File: src/rtl/instr_fetch_pkg.sv
// Shared constants for the d16 instruction fetch unit: state encodings,
// word width, PC step and the two-word instruction test.
package instr_fetch_pkg;

   localparam int unsigned WORD_W     = 16;
   localparam int unsigned IF_PC_STEP = 2;

   localparam logic [1:0] FS_FETCH_OP  = 2'd0;
   localparam logic [1:0] FS_FETCH_IMM = 2'd1;
   localparam logic [1:0] FS_VALID     = 2'd2;
   localparam logic [1:0] FS_DRAIN     = 2'd3;

   // Same rule the decoder uses for next_word: bit 15 marks a trailing immediate.
   function automatic logic next_word(input logic [WORD_W-1:0] instr);
      return instr[WORD_W-1];
   endfunction

endpackage

File: src/rtl/instr_fetch.sv
// Instruction fetch: walks the PC, reads words from memory and hands complete
// one- or two-word instructions to the decoder; handles execute-stage redirects.
module instr_fetch
   import instr_fetch_pkg::*;
#(
   parameter logic [WORD_W-1:0] RESET_PC = 16'h0000,
   parameter int unsigned       PC_STEP  = IF_PC_STEP
) (
   input  logic              clk,
   input  logic              rst,
   output logic              mem_req,
   output logic [WORD_W-1:0] mem_addr,
   input  logic              mem_ack,
   input  logic [WORD_W-1:0] mem_data,
   input  logic              pc_load,
   input  logic [WORD_W-1:0] pc_load_value,
   output logic              out_valid,
   input  logic              out_ready,
   output logic [WORD_W-1:0] out_instr,
   output logic [WORD_W-1:0] out_imm,
   output logic [WORD_W-1:0] out_pc
);

   logic [1:0]        state_q, state_d;
   logic [WORD_W-1:0] pc_q, pc_d;
   logic [WORD_W-1:0] drain_addr_q, drain_addr_d;
   logic              out_valid_q, out_valid_d;
   logic [WORD_W-1:0] out_instr_q, out_instr_d;
   logic [WORD_W-1:0] out_imm_q, out_imm_d;
   logic [WORD_W-1:0] out_pc_q, out_pc_d;
   logic [WORD_W-1:0] pc_next;

   assign pc_next = pc_q + WORD_W'(PC_STEP);

   always_comb begin
      state_d      = state_q;
      pc_d         = pc_q;
      drain_addr_d = drain_addr_q;
      out_instr_d  = out_instr_q;
      out_imm_d    = out_imm_q;
      out_pc_d     = out_pc_q;

      case (state_q)
         FS_FETCH_OP: begin
            if (pc_load) begin
               pc_d         = pc_load_value;
               drain_addr_d = pc_q;
               state_d      = mem_ack ? FS_FETCH_OP : FS_DRAIN;
            end else if (mem_ack) begin
               out_instr_d = mem_data;
               out_pc_d    = pc_q;
               pc_d        = pc_next;
               if (next_word(mem_data)) begin
                  state_d = FS_FETCH_IMM;
               end else begin
                  out_imm_d = '0;
                  state_d   = FS_VALID;
               end
            end
         end
         FS_FETCH_IMM: begin
            if (pc_load) begin
               pc_d         = pc_load_value;
               drain_addr_d = pc_q;
               state_d      = mem_ack ? FS_FETCH_OP : FS_DRAIN;
            end else if (mem_ack) begin
               out_imm_d = mem_data;
               pc_d      = pc_next;
               state_d   = FS_VALID;
            end
         end
         FS_VALID: begin
            if (pc_load) begin
               pc_d    = pc_load_value;
               state_d = FS_FETCH_OP;
            end else if (out_ready) begin
               state_d = FS_FETCH_OP;
            end
         end
         default: begin
            // DRAIN: the abandoned read must still complete before the new fetch.
            if (pc_load) begin
               pc_d = pc_load_value;
            end
            if (mem_ack) begin
               state_d = FS_FETCH_OP;
            end
         end
      endcase

      out_valid_d = (state_d == FS_VALID);
   end

   always_ff @(posedge clk or posedge rst) begin
      if (rst) begin
         state_q      <= FS_FETCH_OP;
         pc_q         <= RESET_PC;
         drain_addr_q <= RESET_PC;
         out_valid_q  <= 1'b0;
         out_instr_q  <= '0;
         out_imm_q    <= '0;
         out_pc_q     <= '0;
      end else begin
         state_q      <= state_d;
         pc_q         <= pc_d;
         drain_addr_q <= drain_addr_d;
         out_valid_q  <= out_valid_d;
         out_instr_q  <= out_instr_d;
         out_imm_q    <= out_imm_d;
         out_pc_q     <= out_pc_d;
      end
   end

   assign mem_req   = !rst && (state_q != FS_VALID);
   assign mem_addr  = (state_q == FS_DRAIN) ? drain_addr_q : pc_q;
   assign out_valid = out_valid_q;
   assign out_instr = out_instr_q;
   assign out_imm   = out_imm_q;
   assign out_pc    = out_pc_q;

endmodule
File: config.mk
export PLATFORM = sky130hd
export DESIGN_NAME = instr_fetch
export DESIGN_NICKNAME = d
export VERILOG_FILES = /design/src/rtl/instr_fetch_pkg.sv /design/src/rtl/instr_fetch.sv
export SDC_FILE = /design/constraint.sdc
export NUM_CORES = 1
export LEC_CHECK = 0
export CORE_ASPECT_RATIO = 0.75
export CORE_MARGIN = 1
export CORE_UTILIZATION = 35
export CTS_BUF_LIST = sky130_fd_sc_hd__clkbuf_2
export CTS_CLUSTER_SIZE = 12
export DETAILED_ROUTE_END_ITERATION = 8
export PLACE_DENSITY = 0.64
export SYNTH_ARGS = -nofsm -noshare
export SYNTH_HDL_FRONTEND = slang
export SYNTH_SLANG_ARGS = --single-unit
File: constraint.sdc
create_clock -name clk -period 7.2 [get_ports clk]
set_clock_uncertainty 0.1 [all_clocks]
set_input_delay 1.08 -clock clk [delete_from_list [all_inputs] [get_ports clk]]
set_output_delay 1.08 -clock clk [all_outputs]
set_load 0.1 [all_outputs]
Yosys cells after proc, flatten, opt, wreduce, memory -nomap -nowiden. Cells that the tools add are included.

Add/sub/neg operators: 1. Equality and inequality tests: 10. Mux-type cells: 21. Bitwise gates (word level): 1. Reduce and logical (&&, ||, !) cells: 11.

Operator list (count): 16-bit two-way mux (10); 16-bit one-hot mux with 2 select lines (1); 2-bit two-way mux (9); 16-bit by 2-bit adder with 16-bit output (second input constant) (1); 2-bit inequality test (second input constant) (6); 2-bit == test (second input constant) (3); 2-bit one-hot mux with 3 select lines (1); 6-bit AND reduction (1); 2-bit nonzero test (3); 2-bit AND reduction (2); 3-bit AND reduction (1); 2-bit by 1-bit == test with 1-bit output (second input constant) (1); 2-bit logical NOT (1); 2-bit OR reduction (1); 1-bit logical AND (1); 1-bit logical NOT (1); 1-bit inverter (1).

Bits in registers: 83. Input bits: 37. Output and inout bits: 66. Word-level logic and storage cells: 51.

Longest topological paths before layout.
Depth in word-level cells: 5. Mapped depth: 6. Mapped depth without buffers: 5.

Worst setup path after synthesis. OpenSTA, ideal clock, no wires.

Path type: input -> output. Start point: input port rst. End point: output port mem_req. Arrival time: 2541 ps. Required time: 6020 ps. Setup slack: 3479 ps. Stages: 1. Buffers on the path: 0. Path through: a21oi_1.

Cells in the longest elaborated chain, start to end: 2.

RTL lines: start: declaration (RTL line instr_fetch.sv:10) `input logic rst,`; 1-bit logical NOT (RTL line instr_fetch.sv:114) `assign mem_req = !rst && (state_q != FS_VALID);`; 1-bit logical AND (RTL line instr_fetch.sv:114); end: declaration (RTL line instr_fetch.sv:11) `output logic mem_req,`.

No other way between the ends.

Final worst setup path.
Start point: register state_q[0]. End point: output port mem_addr[12].

Cells in the longest elaborated chain, start to end: 2.

RTL lines: start: declaration (RTL line instr_fetch.sv:24) `logic [1:0] state_q, state_d;`; start signal: assignment (RTL line instr_fetch.sv:104) `state_q <= state_d;`; 2-bit == test (RTL line instr_fetch.sv:115) `assign mem_addr = (state_q == FS_DRAIN) ? drain_addr_q : pc_q;`; 16-bit two-way mux (RTL line instr_fetch.sv:115); end: declaration (RTL line instr_fetch.sv:12) `output logic [WORD_W-1:0] mem_addr,`.

No other way between the ends.

==> impl_metrics.json <==
{
  "die_y_um": 91.13,
  "globalplace.congestion": 0.7221,
  "drt-total-wl_mm": 8.389,
  "synth_edf_count": 0,
  "grt_pass1_vias": 2646,
  "design.die.area_um2": 11010,
  "synthSimpleGateAreaFrac": 0.1087,
  "postCtsSetupRepairBufs": 0,
  "cts_tree": "done",
  "grtUsageMet3": 0.05590,
  "clock-sinks": 83,
  "clockBufferDepth": 2,
  "syn_avg_cell_area_um2": 12.12,
  "r2r_cells": 3,
  "path_buf_inv": 1,
  "arrival_ns": 3.80,
  "syn-instance-count": 306,
  "fmax_mhz": 201.0,
  "setup_violations": 0,
  "use_met1": 0.2235,
  "worst_path_largest_cell_delay_ns": 1.13,
  "grt_overflow_total": 0,
  "wire_per_inst_um": 15.36,
  "required_ns": 6.02,
  "met2_usage": 0.2390,
  "period_share": 0.6910,
  "slew_headroom": 0.2959,
  "vias_per_cell": 4.749,
  "io_pins": 103,
  "period_needed_ns": 4.975,
  "grtUsageTotal": 0.1637,
  "crit_path_start_kind": "flop",
  "timing.setup.tns_ns": 0,
  "clk_pin_slew_ns": 0.22,
  "crit_chain": "nand2_1, mux2_2, clkdlybuf4s50_1",
  "drc_errors": 0,
  "seq_area_frac_synth": 0.5602,
  "cp_top_family": "buffers and inverters",
  "hold_buffers": 0,
  "diodes": 0,
  "first_iter_violations": 98,
  "synthTopCellsByArea": "dfrtp_1 (56%), mux2_2 (19%), o21ai_0 (3.6%), nand3_1 (2.4%), inv_1 (2.0%)",
  "synth_adder_area_share": 0.003375,
  "num_vias": 2593,
  "core_area_um2": 10290,
  "hold_viol": 0,
  "synthesis.nets": 344,
  "synth_mux_area_frac": 0.1971,
  "path_max_fanout": 23,
  "slowest_stage": "clkdlybuf4s50_1",
  "synth_top_cell_by_area": "dfrtp_1",
  "grt_setup_unrepaired": "no",
  "synth-xor-area-share": 0.03071,
  "ys_warn_count": 0,
  "synth_top_family_by_area": "multiplexers",
  "root_buffer": "clkbuf_2",
  "syn_area_um2": 3707,
  "end_kind": "output pin",
  "cts_htree_levels": 3,
  "tightest_slew_ns": 1.056,
  "insertion_delay_ns": 0.54,
  "hold_path_depth": 2,
  "start_util": 0.3603,
  "ant_nets": 0,
  "drv_cap": 0,
  "reg2reg_slack_ns": 4.71,
  "nNetsFinal": 444,
  "ys_ff_latch": 83,
  "grt-busiest-layer": "met2",
  "area_growth_pct": 34.02,
  "async_reset_ff_frac": 1.000,
  "synth_compound_area_frac": 0.05602,
  "hold_path.class": "flop to flop",
  "ys_top_cells_by_count": "dfrtp_1 (83), mux2_2 (62), o21ai_0 (27)",
  "yosys_most_used_dff": "dfrtp_1",
  "status": "finished clean",
  "critPathKind": "flop to output pin",
  "synth_top_area_frac": 0.5602,
  "cts_resized": 0,
  "std_cell_rows": 32,
  "cts_buffers": 9,
  "first_pass_iters": 4,
  "die_w_um": 120.8,
  "drive_gt1_frac": 0.2171,
  "synth.most_common_cell": "dfrtp_1",
  "post-dp-hpwl_mm": 5.698,
  "maxSlewViolCount": 0,
  "holdWs_ns": 0.4098,
  "port_buffers": 102,
  "critical_path_depth": 3,
  "grt_pass1_wl_mm": 13.71,
  "netlist-cell-type-count": 34,
  "antenna_found_initial": 0,
  "grt_max_degree": 84
}
registers in the layout, summed over array words and instances, names as in the netlist:
register	count
out_valid	1
out_pc	16
pc_q	16
out_instr	16
state_q	2
out_imm	16
drain_addr_q	16
cell type report:
type / count / area [µm²]
clock buffers: 9 / 45.04
inverters: 20 / 76.32
well taps: 136 / 170.2
fillers: 929 / 5321
clock inverters: 6 / 81.33
flip-flops and latches: 83 / 2077
repair buffers: 106 / 1051
multi-input cells: 186 / 1468
kinds of logic after synthesis:
group / Yosys count
buf+inv: 37
simple gates: 69
xor+xnor: 13
mux: 65
fa+ha+maj: 1
compound gates: 38
flops: 83
stage by stage:
stage	std cells	instance area [µm²]	setup WS [ns]	util
6_report	546	4969	2.225	0.4829
5_1_grt	546	4969	1.924	0.4829
4_1_cts	546	4969	2.169	0.4829
3_5_place_dp	531	4842	2.846	0.4706
3_3_place_gp	531	4842	2.885	0.4706
2_1_floorplan	306	3707	3.479	-
per-layer routing:
layer  up-vias  share of wire
li1       1269              -
met1      1247           0.48
met2        64           0.44
met3        13          0.056
met4         0          0.021
met5         -              0
worst min-delay path, delay by kind of cell, from the launching register on:
kind | cells | cell delay [ns]
flip-flops | 1 | 0.39
AO/OA/AOI/OAI | 1 | 0.06
AND/OR/NAND/NOR | 1 | 0.05
worst paths after layout:
path,from,endpoint
worst max-delay path,state_q[0],mem_addr[12]
worst max register to register,state_q[0],out_pc[9]
worst min-delay path,drain_addr_q[6],drain_addr_q[6]
worst min register to register,drain_addr_q[6],drain_addr_q[6]
min in group asynchronous,rst,out_imm[12]
max in group asynchronous,rst,drain_addr_q[9]
cell usage in the layout, fill, tap and decap left out, drive strengths merged, types with 2 or more instances in the layout:
cell type      instances
a31oi                  2
buf                    4
bufinv                 2
clkbuf                 9
clkdlybuf4s50        102
clkinv                 5
dfrtp                 83
inv                   19
mux2                  64
nand2                 19
nand2b                 3
nand3                 19
nand4                  5
nor2                   6
nor2b                  4
nor3                   6
nor4                   4
o21ai                 31
xnor2                  8
xor2                   5
Power is not shown: default switching activity piles up to over one toggle a cycle in this logic, so the estimate is an artifact.
==> RTL change, RTL diff (same settings) <==
The package constant `WORD_W` goes from 16 to 32.
--- a/src/rtl/instr_fetch_pkg.sv
+++ b/src/rtl/instr_fetch_pkg.sv
@@ -2,7 +2,7 @@
 // word width, PC step and the two-word instruction test.
 package instr_fetch_pkg;
 
-   localparam int unsigned WORD_W     = 16;
+   localparam int unsigned WORD_W     = 32;
    localparam int unsigned IF_PC_STEP = 2;
 
    localparam logic [1:0] FS_FETCH_OP  = 2'd0;
Interface: changed (6 resized); port bits go from 103 to 199. The function was not compared with the original's and may differ.
==> RTL change against the original RTL <==
  * Sequential cell count up 80
  * Cell area is 97% higher
  * Area after synthesis up 96%
  * Global-route usage increased by 2.5 points
  * Via count up 110%
  * Critical path depth is 1 higher
  * Count of clock-buffer cells in the layout rose by 8
  * Routed wire length is 130% higher
  * First-iteration DRC count rose to 3.9 times the old value
  * Worst setup slack better by 0.073 ns
  * Register-to-register slack got worse by 0.03 ns
  * Highest routed layer is now met5
Power is not shown: default switching activity piles up to over one toggle a cycle in this logic, so the estimate is an artifact.
==> RTL change: results (changes against the original RTL) <==
* WL met2 at 8.307 mm (+120%)
* CP max FO at 17 (-26%)
* # H-tree levels at 4 (+1)
* Clock-pin slew on the worst setup and hold paths at 0.25 ns (+0.03 ns)
* Gpl congestion at 0.7629 (+5.7%)
* Routed len/inst at 17.51 um (+14%)
* Worst Tran Pin Value at 1.075 ns (+0.01844 ns)
* NumNets Final at 882 (+99%)
* M1 GR Usage at 27.22% (+4.9 points)
* Setup WS pre-CTS at 3.076 ns (+0.2294 ns)
* Syn nets at 701 (+100%)
* WL final at 19.39 mm (+130%)
* Placed Cells at 1075 (+100%)
* Seq/Total Area, Yosys at 55.99% (about the same)
* Post-synth top cells: dfrtp_1 (163), mux2_2 (125), nand2_1 (93)
* DP Area at 9515 um2 (+97%)
* Overall Global Routing Usage at 18.86% (+2.5 points)
* Ranking of synthesized cells by area: dfrtp_1 (56%), mux2_2 (19%), nand2_1 (4.8%)
* Reg2reg path depth at 5 (+2)
* Initial antenna violation count at 1 (+1)
* Port Buf Inserts at 198 (+94%)
* Pin count of the biggest net entering global routing at 96 (+14%)
* HPWL Detailed at 13.22 mm (+130%)
* Status: completed
* M1 WL at 9.455 mm (+130%)
* Worst-skew pair later-pin latency at 0.73 ns (+0.19 ns)
* Fill count at 1902 (+100%)
* Clock root buffer: clkbuf_2
* GR Layer Usage met2 at 27.04% (+3.1 points)
* Drt initial violations at 387 (+290%)
* Vias/cell at 4.921 (+3.6%)
* Met3 Resource Use GR at 6.490% (+0.90 points)
* Met3 wire length at 1.504 mm (+220%)
* Share of cells above drive strength 1 at 21.21% (-0.50 points)
-- RTL change: logic make-up after synthesis --
group	after synthesis	synth area share (%)
adder cells (fa/ha/maj)	1	0.1717
buffers and inverters	52	2.954
XOR/XNOR	8	0.9618
flip-flops	163	55.99
AND/OR/NAND/NOR	223	15.08
AO/OA/AOI/OAI	58	5.376
multiplexers	126	19.46
-- RTL change: final timing paths --
check                                      to       start  slack, ns
max in group asynchronous           out_pc[8]         rst       4.65
worst max-delay path              mem_addr[9]  state_q[1]       2.30
worst min-delay path               out_imm[2]  out_imm[2]       0.40
worst min register to register     out_imm[2]  out_imm[2]       0.40
worst max register to register     out_imm[3]  state_q[1]       4.68
min in group asynchronous       out_instr[12]         rst       0.80
-- RTL change: final cells by class --
cell class	count	area [um2]	area share [%]
clock buffer	17	85.08	0.8689
sequential	163	4079	41.66
clock inverter	15	191.4	1.955
tap	282	352.8	3.603
inverter	8	35.03	0.3578
timing repair buffer	206	2042	20.85
multi-input combinational	416	3007	30.71
